## config.mk

```make
export PLATFORM = sky130hd
export DESIGN_NAME = pipeline_hilo_reader_flat
export DESIGN_NICKNAME = d
export VERILOG_FILES = /design/src/rtl/pipeline_hilo_pkg.sv /design/src/rtl/pipeline_hilo_reader_if.sv /design/src/rtl/pipeline_hilo_pendctr.sv /design/src/rtl/pipeline_hilo_reader.sv /design/src/flat_wrapper.sv
export SDC_FILE = /design/constraint.sdc
export NUM_CORES = 1
export LEC_CHECK = 0
export ABC_CLOCK_PERIOD_IN_PS = 4200
export BUFFER_PORTS_ARGS = -buffer_cell sky130_fd_sc_hd__buf_2
export CAP_MARGIN = 20
export CORE_ASPECT_RATIO = 1.2
export CORE_MARGIN = 3
export CORE_UTILIZATION = 45
export CTS_BUF_LIST = sky130_fd_sc_hd__clkbuf_8 sky130_fd_sc_hd__clkbuf_16
export DETAILED_ROUTE_END_ITERATION = 16
export GPL_TIMING_DRIVEN = 0
export PLACE_DENSITY = 0.8
export SYNTH_ARGS = -nofsm -noshare
export SYNTH_HDL_FRONTEND = slang
export SYNTH_SLANG_ARGS = --single-unit
export TNS_END_PERCENT = 100
```

## constraint.sdc

```tcl
create_clock -name clk -period 4.2 [get_ports clk]
set_input_delay 0.42 -clock clk [delete_from_list [all_inputs] [get_ports clk]]
set_output_delay 0.42 -clock clk [all_outputs]
set_load 0.05 [all_outputs]
```

## src/rtl/pipeline_hilo_pkg.sv

```systemverilog
// Shared types and constants for the HI/LO read path.
package pipeline_hilo_pkg;

  typedef enum logic [1:0] {
    S_IDLE = 2'd0,
    S_WAIT = 2'd1,
    S_RESP = 2'd2
  } state_t;

  localparam logic SEL_LO = 1'b0;
  localparam logic SEL_HI = 1'b1;

  localparam int PEND_W_DEF = 2;

endpackage

```

## src/rtl/pipeline_hilo_reader_if.sv

```systemverilog
// Issue, write-back, read-request and response signals of the HI/LO reader.
interface pipeline_hilo_reader_if;
  logic        iss_hi;
  logic        iss_lo;
  logic        iss_ready;
  logic        wr_hi_en;
  logic        wr_lo_en;
  logic [31:0] wr_hi;
  logic [31:0] wr_lo;
  logic        rd_valid;
  logic        rd_sel;
  logic        rd_ready;
  logic        resp_valid;
  logic        resp_ready;
  logic [31:0] resp_data;
  logic        err_underflow;

  modport master (
    output iss_hi, iss_lo, wr_hi_en, wr_lo_en, wr_hi, wr_lo,
           rd_valid, rd_sel, resp_ready,
    input  iss_ready, rd_ready, resp_valid, resp_data, err_underflow
  );

  modport slave (
    input  iss_hi, iss_lo, wr_hi_en, wr_lo_en, wr_hi, wr_lo,
           rd_valid, rd_sel, resp_ready,
    output iss_ready, rd_ready, resp_valid, resp_data, err_underflow
  );
endinterface

```

## src/rtl/pipeline_hilo_pendctr.sv

```systemverilog
// Outstanding-write counter for one of HI/LO: saturates at both ends,
// flags full and pulses underflow when a write lands with nothing pending.
module pipeline_hilo_pendctr #(
  parameter int PEND_W = 2
) (
  input  logic              clk,
  input  logic              rst,
  input  logic              inc,
  input  logic              dec,
  output logic [PEND_W-1:0] count,
  output logic              full,
  output logic              underflow
);

  localparam logic [PEND_W-1:0] CNT_MAX = {PEND_W{1'b1}};
  localparam logic [PEND_W-1:0] CNT_ONE = PEND_W'(1);

  assign full      = (count == CNT_MAX);
  assign underflow = dec && (count == '0);

  always_ff @(posedge clk) begin
    if (rst) begin
      count <= '0;
    end else if (inc && !dec && !full) begin
      count <= count + CNT_ONE;
    end else if (dec && !inc && (count != '0)) begin
      count <= count - CNT_ONE;
    end
  end

endmodule

```

## src/rtl/pipeline_hilo_reader.sv

```systemverilog
// mfhi/mflo read server: holds HI/LO copies and stalls each read until older writes land.
// Optional HILO_READ_BYPASS_EN captures the final awaited write directly into resp_data.
module pipeline_hilo_reader
  import pipeline_hilo_pkg::*;
#(
  parameter int          PEND_W    = PEND_W_DEF,
  parameter logic [31:0] RESET_VAL = 32'h0
) (
  input logic                   clk,
  input logic                   rst,
  pipeline_hilo_reader_if.slave bus
);

  localparam int            SW      = PEND_W + 1;
  localparam logic [SW-1:0] SNP_ONE = SW'(1);

  state_t            state, state_nxt;
  logic [31:0]       hi_q, lo_q, resp_q;
  logic [PEND_W-1:0] hi_cnt, lo_cnt;
  logic              hi_full, lo_full, hi_uf, lo_uf;
  logic              iss_ok, hi_inc, lo_inc;
  logic              err_q;
  logic              sel_q;
  logic [SW-1:0]     snap_q;

  logic              accept;
  logic              acc_iss, acc_wr;
  logic [SW-1:0]     snap_inc, snap_acc;
  logic [31:0]       acc_data;
  logic              cur_wr_en;
  logic [31:0]       cur_wr, load_data;
  logic              data_ld;
  logic [31:0]       data_nxt;

  assign iss_ok = !hi_full && !lo_full;
  assign hi_inc = bus.iss_hi && iss_ok;
  assign lo_inc = bus.iss_lo && iss_ok;

  pipeline_hilo_pendctr #(.PEND_W(PEND_W)) u_pend_hi (
    .clk(clk), .rst(rst), .inc(hi_inc), .dec(bus.wr_hi_en),
    .count(hi_cnt), .full(hi_full), .underflow(hi_uf)
  );

  pipeline_hilo_pendctr #(.PEND_W(PEND_W)) u_pend_lo (
    .clk(clk), .rst(rst), .inc(lo_inc), .dec(bus.wr_lo_en),
    .count(lo_cnt), .full(lo_full), .underflow(lo_uf)
  );

  always_ff @(posedge clk) begin
    if (rst) begin
      hi_q  <= RESET_VAL;
      lo_q  <= RESET_VAL;
      err_q <= 1'b0;
    end else begin
      if (bus.wr_hi_en) hi_q <= bus.wr_hi;
      if (bus.wr_lo_en) lo_q <= bus.wr_lo;
      if (hi_uf || lo_uf) err_q <= 1'b1;
    end
  end

  // Snapshot counts only writes issued up to and including the accept cycle.
  assign accept   = (state == S_IDLE) && bus.rd_valid;
  assign acc_iss  = (bus.rd_sel == SEL_HI) ? hi_inc : lo_inc;
  assign acc_wr   = (bus.rd_sel == SEL_HI) ? bus.wr_hi_en : bus.wr_lo_en;
  assign snap_inc = ((bus.rd_sel == SEL_HI) ? {1'b0, hi_cnt} : {1'b0, lo_cnt}) + SW'(acc_iss);
  assign snap_acc = (acc_wr && (snap_inc != '0)) ? snap_inc - SNP_ONE : snap_inc;
  assign acc_data = (bus.rd_sel == SEL_HI) ? (bus.wr_hi_en ? bus.wr_hi : hi_q)
                                           : (bus.wr_lo_en ? bus.wr_lo : lo_q);

  assign cur_wr_en = (sel_q == SEL_HI) ? bus.wr_hi_en : bus.wr_lo_en;
  assign cur_wr    = (sel_q == SEL_HI) ? bus.wr_hi : bus.wr_lo;
  assign load_data = cur_wr_en ? cur_wr : ((sel_q == SEL_HI) ? hi_q : lo_q);

  always_ff @(posedge clk) begin
    if (rst) state <= S_IDLE;
    else     state <= state_nxt;
  end

  always_comb begin
    state_nxt = state;
    case (state)
      S_IDLE: if (accept) state_nxt = (snap_acc == '0) ? S_RESP : S_WAIT;
`ifdef HILO_READ_BYPASS_EN
      S_WAIT: if ((snap_q == '0) || (cur_wr_en && (snap_q == SNP_ONE))) state_nxt = S_RESP;
`else
      S_WAIT: if (snap_q == '0) state_nxt = S_RESP;
`endif
      S_RESP: if (bus.resp_ready) state_nxt = S_IDLE;
      default: state_nxt = S_IDLE;
    endcase
  end

  always_comb begin
    bus.rd_ready   = (state == S_IDLE);
    bus.resp_valid = (state == S_RESP);
    data_ld        = 1'b0;
    data_nxt       = load_data;
    case (state)
      S_IDLE: begin
        if (accept && (snap_acc == '0)) begin
          data_ld  = 1'b1;
          data_nxt = acc_data;
        end
      end
      S_WAIT: begin
`ifdef HILO_READ_BYPASS_EN
        if (snap_q == '0) begin
          data_ld = 1'b1;
        end else if (cur_wr_en && (snap_q == SNP_ONE)) begin
          data_ld  = 1'b1;
          data_nxt = cur_wr;
        end
`else
        if (snap_q == '0) data_ld = 1'b1;
`endif
      end
      default: data_ld = 1'b0;
    endcase
  end

  always_ff @(posedge clk) begin
    if (rst) begin
      sel_q  <= SEL_LO;
      snap_q <= '0;
      resp_q <= 32'h0;
    end else begin
      if (accept) begin
        sel_q  <= bus.rd_sel;
        snap_q <= snap_acc;
      end else if ((state == S_WAIT) && cur_wr_en && (snap_q != '0)) begin
        snap_q <= snap_q - SNP_ONE;
      end
      if (data_ld) resp_q <= data_nxt;
    end
  end

  assign bus.iss_ready     = iss_ok;
  assign bus.resp_data     = resp_q;
  assign bus.err_underflow = err_q;

endmodule

```

## src/flat_wrapper.sv

```systemverilog
// flat-port wrapper written by rule: the top's interface ports become plain ports
module pipeline_hilo_reader_flat import pipeline_hilo_pkg::*;
#(
  parameter int          PEND_W    = PEND_W_DEF,
  parameter logic [31:0] RESET_VAL = 32'h0
)
  (clk, rst, bus_iss_hi, bus_iss_lo, bus_wr_hi_en, bus_wr_lo_en, bus_wr_hi, bus_wr_lo, bus_rd_valid, bus_rd_sel, bus_resp_ready, bus_iss_ready, bus_rd_ready, bus_resp_valid, bus_resp_data, bus_err_underflow);
  pipeline_hilo_reader_if bus_i ();
  input logic clk;
  input logic rst;
  input wire logic [$bits(bus_i.iss_hi)-1:0] bus_iss_hi;
  input wire logic [$bits(bus_i.iss_lo)-1:0] bus_iss_lo;
  input wire logic [$bits(bus_i.wr_hi_en)-1:0] bus_wr_hi_en;
  input wire logic [$bits(bus_i.wr_lo_en)-1:0] bus_wr_lo_en;
  input wire logic [$bits(bus_i.wr_hi)-1:0] bus_wr_hi;
  input wire logic [$bits(bus_i.wr_lo)-1:0] bus_wr_lo;
  input wire logic [$bits(bus_i.rd_valid)-1:0] bus_rd_valid;
  input wire logic [$bits(bus_i.rd_sel)-1:0] bus_rd_sel;
  input wire logic [$bits(bus_i.resp_ready)-1:0] bus_resp_ready;
  output wire logic [$bits(bus_i.iss_ready)-1:0] bus_iss_ready;
  output wire logic [$bits(bus_i.rd_ready)-1:0] bus_rd_ready;
  output wire logic [$bits(bus_i.resp_valid)-1:0] bus_resp_valid;
  output wire logic [$bits(bus_i.resp_data)-1:0] bus_resp_data;
  output wire logic [$bits(bus_i.err_underflow)-1:0] bus_err_underflow;
  assign bus_i.iss_hi = bus_iss_hi;
  assign bus_i.iss_lo = bus_iss_lo;
  assign bus_i.wr_hi_en = bus_wr_hi_en;
  assign bus_i.wr_lo_en = bus_wr_lo_en;
  assign bus_i.wr_hi = bus_wr_hi;
  assign bus_i.wr_lo = bus_wr_lo;
  assign bus_i.rd_valid = bus_rd_valid;
  assign bus_i.rd_sel = bus_rd_sel;
  assign bus_i.resp_ready = bus_resp_ready;
  assign bus_iss_ready = bus_i.iss_ready;
  assign bus_rd_ready = bus_i.rd_ready;
  assign bus_resp_valid = bus_i.resp_valid;
  assign bus_resp_data = bus_i.resp_data;
  assign bus_err_underflow = bus_i.err_underflow;
  pipeline_hilo_reader #(.PEND_W(PEND_W), .RESET_VAL(RESET_VAL)) u_core (.clk(clk), .rst(rst), .bus(bus_i));
endmodule
```

After elaboration in Yosys (flattened, before gate mapping)

Index checks and enable logic that the tools add are counted.

Logic and storage cells: 88
Bits in registers: 107

Equal/unequal tests: 7
Mux-type cells: 27
Reductions and logical operators: 38
$add $sub $neg: 7

Operators with widths:

| operator                                          | number |
|---|---|
| 2-to-1 mux 32 bit                                 | 8 |
| logical AND 1 bit                                 | 18 |
| 2-to-1 mux 2 bit                                  | 9 |
| nonzero test 2 bit                                | 5 |
| 2-to-1 mux 3 bit                                  | 3 |
| == test 2 bit (second input constant)             | 3 |
| zero test 1 bit                                   | 6 |
| zero test 2 bit                                   | 3 |
| zero test 3 bit                                   | 2 |
| one-hot mux 2 bit (3 select lines)                | 1 |
| nonzero test 3 bit                                | 2 |
| subtractor 3 x 1 -> 3 bit (second input constant) | 2 |
| 2-to-1 mux 1 bit                                  | 5 |
| adder 2 x 1 -> 2 bit (second input constant)      | 2 |
| != test 2 x 1 -> 1 bit (second input constant)    | 2 |
| subtractor 2 x 1 -> 2 bit (second input constant) | 2 |
| adder 3 x 1 -> 3 bit                              | 1 |
| AND reduction 3 bit                               | 1 |
| == test 2 x 1 -> 1 bit (second input constant)    | 1 |
| != test 2 bit (second input constant)             | 1 |
| one-hot mux 1 bit (2 select lines)                | 1 |
| logical OR 1 bit                                  | 1 |

Longest topological paths before layout

Gate-level depths: netlist of run 1.

Depth in word-level cells: 13
Mapped depth: 16
Depth with buffers taken out: 13

Modules after synthesis

From an unflattened synthesis of run 1, not the netlist that was laid out.

Cell total of the unflattened synthesis: 562
Area total of the unflattened synthesis: 5,512.8 µm²

Modules (own cells, without submodules):

| module                | instances | area each (µm²) | cells an instance |
|---|---|---|---|
| pipeline_hilo_reader  | 1         | 5,262.5         | 534 |
| pipeline_hilo_pendctr | 2         | 125.1           | 14 |

Least setup slack after synthesis of run 1

OpenSTA, ideal clock, no wires.

Path kind: input -> register
Start: input port bus_rd_sel
End: register u_core.resp_q[10] (netlist: u_core.bus.resp_data[10])
Data required time: 4,111 ps
Buffers on the path: 6
Setup slack: 273 ps
Library setup time: 89 ps
Arrival time: 3,839 ps
Stages on the path: 15
Path through: clkbuf_1 > buf_1 > mux2_2 > ha_1 > ha_1 > inv_1 > ha_1 > ha_1 > buf_1 > or4_4 > buf_6 > and2_1 > buf_6 > buf_6 > a311oi_2

Word-level cells in the longest chain between the ends: 9
Elaborated cells between the ends (all ways): 15

Ends and longest elaborated chain:

| what                                                         | RTL line                    | text |
|---|---|---|
| from (decl)                                                  | flat_wrapper.sv:18          | `input wire logic [$bits(bus_i.rd_sel)-1:0] bus_rd_sel;` |
| branches (longest 9 deep; another with adder 3 x 1 -> 3 bit) | -                           |  |
| to (signal assigned)                                         | pipeline_hilo_reader.sv:133 | `if (data_ld) resp_q <= data_nxt;` |
| to (decl)                                                    | pipeline_hilo_reader.sv:18  | `logic [31:0] hi_q, lo_q, resp_q;` |

Parallel ways; which one is timed is not known.
A chain may end at the register's enable or synchronous reset.

Worst setup path after layout of run 1

Start: input port bus_rd_sel
End: register u_core.resp_q[29] (netlist: u_core.bus.resp_data[29])

The elaborated chain is that of the path after synthesis.

==> results.ini, run 1 <==
[status]
outcome=complete, no violations

[worst_setup_path]
worst-r2r-cell-count=14
worstSetupPathType=in2reg
crit_path_end_kind=flop
crit_top_cell=ha_1
cp_max_fo=11
reg2reg_slack_ns=0.36
crit_slowest_cell=buf_1
slowest_delay_ns=0.54
required_ns=4.44
startpoint_type=input pin
r2r-start=u_core.u_pend_hi.count[1]
arrival_ns=4.34
rr_endpoint=u_core.bus.resp_data[29]
path_cells=buf_2 -> buf_1 -> mux2_2 -> ha_1 -> ha_1 -> inv_1 -> ha_1 -> ha_1 -> buf_1 -> o211ai_1 -> clkbuf_1 -> a21oi_1 -> a311oi_2
crit_start=bus_rd_sel

[logic_synthesis]
ys_seq_area_frac=0.403
ys.flop_type=dfxtp_1
mappedNetlistNets=642
synth_edf_count=0
ys_warn_count=0
syn_area_um2=5320
ys_async_sr_fraction=0
yosysUniqueCellTypes=38
syn_area_per_cell_um2=9.45
ys_ff_latch=107
netlist_instances=563

[routing]
drc=0
dr.pass1.iters=5
num_vias=4649
vias_per_cell=5.54
routed.top_layer=met4
initialDrtViolationCount=230
wl_met1_mm=6.08
routed_wl_mm=14.2
post_drt_wl_per_cell_um=17.0
ant_nets=0
met3_length_um=696
wl_met2_mm=7.15

[power]
peakVddDrop_v=0.000258
p_leak_nw=2.76
power_density_nw_per_um2=467

[floorplan]
rows=42
start_util=0.471
core-area_um2=11300
die_y_um=125
die_x_um=105
pin_count=109
die_area_um2=13200

[layout]
layout.cells.non_filler=839
drive_gt1_frac=0.244
multi_input_area_um2=2930
fill_cells=979
final_common_cell=mux2i_1
nNetsFinal=759
layout_common_cells=mux2i_1 (129), buf_2 (110), dfxtp_1 (107), nor2_1 (74), nand2_1 (70)
syn_to_final_growth_pct=19.8
post-route-util=0.564
diodes=0
regArea_um2=2140

[clock_tree]
numCtsBuffers=9
clock-sinks=107
cts_resized=0
clk_pin_slew_worst_paths_ns=0.07
cts_hold_buf=0
cts-root-buf=clkbuf_16
cts_max_level=3
postCtsSetupBuffers=0
clockBufferDepth=2
cts_tree=done
clk_latency_ns=0.35

[worst_hold_path]
hold_end=u_core.hi_q[26]
min_from=bus_wr_hi[26]
min_path_cells=3
hold_class=in2reg

[job]
drv_cap=0

[timing]
worst_slack_ns=0.0975
fin_setup_tns_ns=0
setup_violations=0
hold_slack_ns=0.364
min_period_ns=4.10
relSlewSlack=0.461
post-route-period-util=0.977
hold_viol=0
timing.fmax_mhz=244
tightest_slew_ns=0.808
finClkSkew_ns=0.00832
rsz0062_at_grt=no
drv_slew=0

[placed_design]
dpl.hpwl_mm=10.3
pre_cts_slack_ns=-0.486
dp.cells=824
gp_congestion=0.872
portBuffers=107

[global_route]
grt_usage=0.212
overflow=0
grt_pass1_vias=4791
grt_pass1_wl_mm=23.0
grt_max_degree=17
antenna_found_initial=0

==> worst max-delay path by stage <==
stage,endpoint,slack [ns],depth (start not counted)
6_report,u_core.bus.resp_data[29],0.1,13
5_1_grt,u_core.bus.resp_data[29],0.04,13
4_1_cts,u_core.bus.resp_data[29],0.17,13
3_5_place_dp,u_core.bus.resp_data[29],-0.49,14
3_3_place_gp,u_core.bus.resp_data[14],-0.40,14
2_1_floorplan,u_core.bus.resp_data[10],0.27,15
==> synthesized netlist by cell type, types with 4 or more instances <==
cell      instances  area share
nor3_1            4      0.0038
clkbuf_1         31       0.022
a311oi_2         30       0.085
nor2_1           74       0.052
nand2b_1          4      0.0047
dfxtp_1         107        0.40
inv_1             8      0.0056
buf_6             5       0.011
nand3_1           4      0.0038
nand2_1          70       0.049
buf_1             8      0.0056
mux2i_1         129        0.24
ha_1              6       0.014
o21ai_0          10      0.0094
a21oi_1          36       0.034
==> stage by stage <==
stage               total power, W  cell area, µm²
floorplan                  0.00185            5320
global placement           0.00204            6050
detailed placement         0.00207            6050
CTS                        0.00298            6370
global route               0.00310            6370
finish                     0.00298            6370
==> where the power goes <==
part	internal, W	leakage [nW]	total [W]	switching [W]
logic	0.000290	1.71	0.000879	0.000590
clock network	0.000552	0.165	0.000921	0.000369
registers	0.00112	0.882	0.00118	0.0000576
total	0.00196	2.76	0.00298	0.00102
==> critical path: cells and delay by family <==
family | cells | cell delay (ns)
compound gates | 3 | 1.06
fa+ha+maj | 4 | 0.87
buf+inv | 5 | 1.55
mux | 1 | 0.41
==> sequential cells by signal, indices dropped and copies added, names as in the netlist <==
register,flops
u_core.bus.err_underflow,1
u_core.bus.resp_data,32
u_core.hi_q,32
u_core.lo_q,32
u_core.sel_q,1
u_core.snap_q,3
u_core.state,2
u_core.u_pend_hi.count,2
u_core.u_pend_lo.count,2
==> routing by layer <==
metal	track usage	up-vias
li1	-	2230
met1	0.254	2230
met2	0.375	164
met3	0.0433	25
met4	0.0772	0
met5	0	-
==> final cells by class <==
type                            instances  area share
Clock buffer                           11      0.0397
Multi-Input combinational cell        401       0.460
Clock inverter                          5      0.0118
Buffer                                 46      0.0336
Tap cell                              154      0.0302
Timing Repair Buffer                  107      0.0840
Inverter                                8     0.00471
Sequential cell                       107       0.336
==> cells by family (layout without fill, tap and decap cells) <==
logic type,count (synthesis),after routing,synth area share
AND/OR/NAND/NOR,168,168,0.130
multiplexers,132,132,0.249
flip-flops,107,107,0.403
AO/OA/AOI/OAI,93,93,0.154
buffers and inverters,55,177,0.0466
adder cells (fa/ha/maj),6,6,0.0141
XOR/XNOR,2,2,0.00329
Note: power is estimated with default switching activity, not from simulation.
==> run 2, diff against run 1 <==
Settings changed: CORE_UTILIZATION 45 to 50, GPL_ROUTABILITY_DRIVEN from default to 0, PLACE_DENSITY 0.8 to 0.87.
==> run 2 against run 1 <==
Clock power down 9.7%. Sequential share of layout area is 0.41 points higher. Combinational power decreased by 0.6%. Hold slack worse by 0.019 ns. Design area down 1.2%. Highest routed layer unchanged.
==> results.ini, run 2 (same netlist as run 1, synthesis figures left out) <==
[timing]
setup_violations=0  ; unchanged
post-route-period-util=0.939  ; -0.0382
drv_slew=0  ; unchanged
relSlewSlack=0.494  ; +0.0330
tightest_slew_ns=0.759  ; -0.0494 ns
rsz0062_at_grt=no
timing.fmax_mhz=254  ; +4.1%
min_period_ns=3.94  ; -0.160 ns
worst_slack_ns=0.258  ; +0.160 ns
finClkSkew_ns=0.00660  ; -0.00171 ns
hold_viol=0  ; unchanged

[layout]
drive_gt1_frac=0.244  ; unchanged
diodes=0  ; unchanged
layout.cells.non_filler=811  ; -3.3%
nNetsFinal=759  ; unchanged
layout_common_cells=mux2i_1 (129), buf_2 (110), dfxtp_1 (107), nor2_1 (74), nand2_1 (70)
final_common_cell=mux2i_1
syn_to_final_growth_pct=18.3

[placed_design]
pre_cts_slack_ns=-0.445  ; +0.0403 ns
dpl.hpwl_mm=10.3  ; -0.63%
portBuffers=107  ; unchanged
dp.cells=796  ; -3.4%

[worst_setup_path]
crit_path_end_kind=flop
arrival_ns=4.21  ; -0.13 ns
startpoint_type=input pin
path_cells=buf_2 -> buf_1 -> mux2_2 -> ha_1 -> ha_1 -> inv_1 -> ha_1 -> ha_1 -> buf_1 -> o211ai_1 -> clkbuf_1 -> a21oi_1 -> a311oi_2
worstSetupPathType=in2reg
crit_top_cell=ha_1
critPathTopFamily=buffers and inverters
crit_slowest_cell=o211ai_1
slowest_delay_ns=0.54  ; about the same
reg2reg_slack_ns=0.53  ; +0.17 ns
cp_num_buf_inv=5  ; unchanged
cp_max_fo=11  ; unchanged
required_ns=4.47  ; +0.03 ns

[clock_tree]
clk_latency_ns=0.36  ; about the same
cts-root-buf=clkbuf_16
clk_pin_slew_worst_paths_ns=0.08  ; about the same
cts_max_level=3  ; unchanged
cts_tree=done
clock-sinks=107  ; unchanged
cts_hold_buf=0  ; unchanged
clockBufferDepth=2  ; unchanged
postCtsSetupBuffers=0  ; unchanged
cts_resized=0  ; unchanged
numCtsBuffers=9  ; unchanged

[power]
p_leak_nw=2.73  ; -1.1%
power_density_nw_per_um2=458  ; -1.9%
peakVddDrop_v=0.000245  ; -4.9%
finalPower_w=0.00289  ; -3.1%

[floorplan]
core-area_um2=10200  ; -9.6%
rows=40  ; -4.8%
die_x_um=100  ; -4.8%
pin_count=109  ; unchanged
die_area_um2=11900  ; -9.5%
start_util=0.521  ; +0.0502
die_y_um=119  ; -4.9%

[global_route]
grt_max_degree=19  ; +2
grt_usage=0.237  ; +0.0248
overflow=0  ; unchanged
grt_pass1_wl_mm=22.8  ; -0.66%
grt_pass1_vias=4811  ; +0.42%
antenna_found_initial=0  ; unchanged

[routing]
vias_per_cell=5.73  ; +3.5%
num_vias=4651  ; +0.043%
post_drt_wl_per_cell_um=17.3  ; +1.7%
drc=0  ; unchanged
routed_wl_mm=14.0  ; -1.7%
ant_nets=0  ; unchanged
dr.pass1.iters=5  ; unchanged
initialDrtViolationCount=255  ; +11%

[worst_hold_path]
hold_class=in2reg

[job]
drv_cap=0  ; unchanged

[status]
outcome=complete, no violations

## run 2: cell types whose count changed in the layout (fill, tap and decap cells not counted)
cell        previous run  this run
bufinv_16              2         0
clkbuf_8               2         1
clkinv_2               3         1
clkinvlp_4             0         2
inv_6                  0         3
## run 2: power breakdown
group | total, W | switching (W) | internal, W | leakage (nW)
clock | 0.000832 | 0.000408 | 0.000424 | 0.136
sequential | 0.00118 | 0.0000595 | 0.00112 | 0.882
combinational | 0.000874 | 0.000585 | 0.000289 | 1.71
total | 0.00289 | 0.00105 | 0.00183 | 2.73
## run 2: cell type report
class | instances | area [µm²]
fillers | 884 | 3910
well taps | 126 | 158
repair buffers | 107 | 536
flip-flops and latches | 107 | 2140
inverters | 8 | 30.0
clock buffers | 10 | 239
clock inverters | 6 | 46.3
plain buffers | 46 | 214
multi-input cells | 401 | 2930
## run 2: final timing paths
check	startpoint	endpoint	depth (start not counted)
setup / recovery	bus_rd_sel	u_core.bus.resp_data[30]	13
hold / removal	bus_wr_lo[29]	u_core.lo_q[29]	3
hold reg to reg	u_core.bus.resp_data[5]	u_core.bus.resp_data[5]	2
setup reg to reg	u_core.u_pend_lo.count[1]	u_core.bus.resp_data[30]	14
## run 2: routing by layer
metal  part of all wire  global-route usage  vias up
met5                  0                   0        -
met4              0.022               0.110        0
met3              0.058              0.0457       28
met2               0.50               0.398      169
met1               0.42               0.289     2233
li1                   -                   -     2221
## run 2: worst min-delay path: stages
cell     delay (ns)
buf_2          0.07
mux2i_1        0.09
nor2_1         0.09
## run 2: per-stage QoR
stage / setup TNS [ns] / util / area (µm²) / hold slack (ns)
5_1_grt: 0 / 0.617 / 6300 / 0.374
2_1_floorplan: 0 / - / 5320 / 0.474
4_1_cts: 0 / 0.617 / 6300 / 0.349
3_3_place_gp: -10.84 / 0.589 / 6010 / 0.465
3_5_place_dp: -12.00 / 0.589 / 6010 / 0.484
6_report: 0 / 0.617 / 6300 / 0.345
==> run 3, diff against run 2 <==
Settings changed: CORE_UTILIZATION 50 to 44, PLACE_DENSITY 0.87 to 0.79.
==> run 3 against run 2 <==
Fmax grew 6.4%. Routed wire length shrank 1.2%. Clock-buffer cell count is 1 higher. Utilization decreased by 7.3 points. Flip-flop and latch count did not move. Power increased by 0.91%. Worst setup slack gained 0.24 ns.
==> results.ini, run 3 (same netlist as run 1, synthesis figures left out) <==
[timing]
finClkSkew_ns=0.00340  ; -0.00320 ns
worst_slack_ns=0.496  ; +0.238 ns
rsz0062_at_grt=no
timing.fmax_mhz=270  ; +6.4%
drv_slew=0  ; unchanged
tightest_slew_ns=0.797  ; +0.0379 ns
relSlewSlack=0.469  ; -0.0253
post-route-period-util=0.882  ; -0.0566
setup_violations=0  ; unchanged
hold_slack_ns=0.372  ; +0.0267 ns
min_period_ns=3.70  ; -0.238 ns
hold_viol=0  ; unchanged

[layout]
diodes=0  ; unchanged
final_common_cell=mux2i_1
nNetsFinal=758  ; -0.13%
drive_gt1_frac=0.241  ; -0.00257
syn_to_final_growth_pct=19.4
regArea_um2=2140  ; unchanged
fill_cells=1054  ; +19%
multi_input_area_um2=2930  ; unchanged
layout_common_cells=mux2i_1 (129), buf_2 (110), dfxtp_1 (107), nor2_1 (74), nand2_1 (70)
post-route-util=0.544  ; -0.0726

[power]
peakVddDrop_v=0.000179  ; -27%
p_leak_nw=2.75  ; +0.63%
power_density_nw_per_um2=458  ; about the same

[routing]
drc=0  ; unchanged
dr.pass1.iters=4  ; -1
vias_per_cell=5.40  ; -5.8%
ant_nets=0  ; unchanged
routed_wl_mm=13.8  ; -1.2%
post_drt_wl_per_cell_um=16.4  ; -4.7%
num_vias=4542  ; -2.3%
initialDrtViolationCount=201  ; -21%

[status]
outcome=complete, no violations

[worst_setup_path]
r2r-start=u_core.u_pend_lo.count[0]
startpoint_type=flop
worstSetupPathType=reg2reg
crit_path_end_kind=flop
cp_max_fo=10  ; -1
arrival_ns=3.95  ; -0.26 ns
crit_start=u_core.u_pend_lo.count[0]
required_ns=4.44  ; -0.03 ns

[placed_design]
dpl.hpwl_mm=10.3  ; -0.18%
pre_cts_slack_ns=-0.512  ; -0.0665 ns
portBuffers=107  ; unchanged

[floorplan]
core-area_um2=11700  ; +14%
die_y_um=126  ; +6.3%
pin_count=109  ; unchanged
die_x_um=106  ; +6.2%
start_util=0.456  ; -0.0654
rows=43  ; +7.5%
die_area_um2=13500  ; +13%

[clock_tree]
cts_max_level=3  ; unchanged
cts_tree=done
cts-root-buf=clkbuf_16
clk_latency_ns=0.34  ; -0.02 ns
numCtsBuffers=9  ; unchanged
postCtsSetupBuffers=0  ; unchanged
cts_resized=0  ; unchanged
clockBufferDepth=2  ; unchanged
clk_pin_slew_worst_paths_ns=0.07  ; about the same
clock-sinks=107  ; unchanged

[global_route]
grt_pass1_wl_mm=22.9  ; +0.36%
overflow=0  ; unchanged
antenna_found_initial=1  ; +1
grt_max_degree=17  ; -2
grt_pass1_vias=4734  ; -1.6%
grt_usage=0.210  ; -0.0268

[job]
drv_cap=0  ; unchanged

[worst_hold_path]
min_from=bus_wr_lo[17]
hold_class=in2reg

[run 3: changes by cell type in the layout (fill, tap and decap cells not counted)]
cell        previous run  this run
clkinv_4               0         1
inv_1                  8        10
clkbuf_8               1         2
inv_6                  3         0
clkinv_2               1         0
buf_1                  8         7
clkinvlp_4             2         1
bufinv_16              0         1
[run 3: critical path, stage by stage (launching register included)]
cell	delay (ns)
dfxtp_1	0.43
a22o_1	0.26
inv_1	0.10
nand2_1	0.10
o21ai_0	0.09
ha_1	0.24
ha_1	0.32
inv_1	0.05
ha_1	0.18
ha_1	0.19
buf_1	0.19
o211ai_1	0.52
clkbuf_1	0.47
a21oi_1	0.17
a311oi_2	0.29
[run 3: layer usage]
layer | up-vias | track usage | wire length [µm]
li1 | 2217 | - | -
met3 | 32 | 0.0341 | 748
met4 | 2 | 0.0930 | 358
met2 | 139 | 0.365 | 6940
met1 | 2152 | 0.256 | 5780
met5 | - | 0 | 9
[run 3: stage by stage]
stage          TNS [ns]  std cells  area [µm²]  total power, W
6_report              0        841        6350         0.00291
5_1_grt               0        841        6350         0.00304
4_1_cts               0        842        6360         0.00293
3_5_place_dp     -13.54        827        6050         0.00207
3_3_place_gp     -10.31        827        6050         0.00204
2_1_floorplan         0        563        5320         0.00185
[run 3: final cells by class]
class | count | share of cell area
sequential | 107 | 0.337
buffer | 45 | 0.0331
clock inverter | 5 | 0.00847
tap | 157 | 0.0309
clock buffer | 11 | 0.0398
multi-input combinational | 401 | 0.461
timing repair buffer | 107 | 0.0843
inverter | 8 | 0.00473
[run 3: worst paths after layout]
check,to,slack (ns),cells after the start
worst max-delay path,u_core.bus.resp_data[14],0.50,14
worst min-delay path,u_core.lo_q[17],0.37,3
worst max register to register,u_core.bus.resp_data[14],0.50,14
worst min register to register,u_core.bus.err_underflow,0.50,2
[run 3: power by group]
| part | switching [W] | leakage, nW | total [W] | internal [W] |
|---|---|---|---|---|
| Clock | 0.000371 | 0.154 | 0.000863 | 0.000492 |
| Sequential | 0.0000572 | 0.882 | 0.00118 | 0.00112 |
| Combinational | 0.000582 | 1.71 | 0.000872 | 0.000289 |
[run 3: repair_timing]
action,CTS,global route
gates cloned,0,0
hold buffers,0,0
endpoints found under the setup margin,30,1
endpoints found under the hold margin,0,0
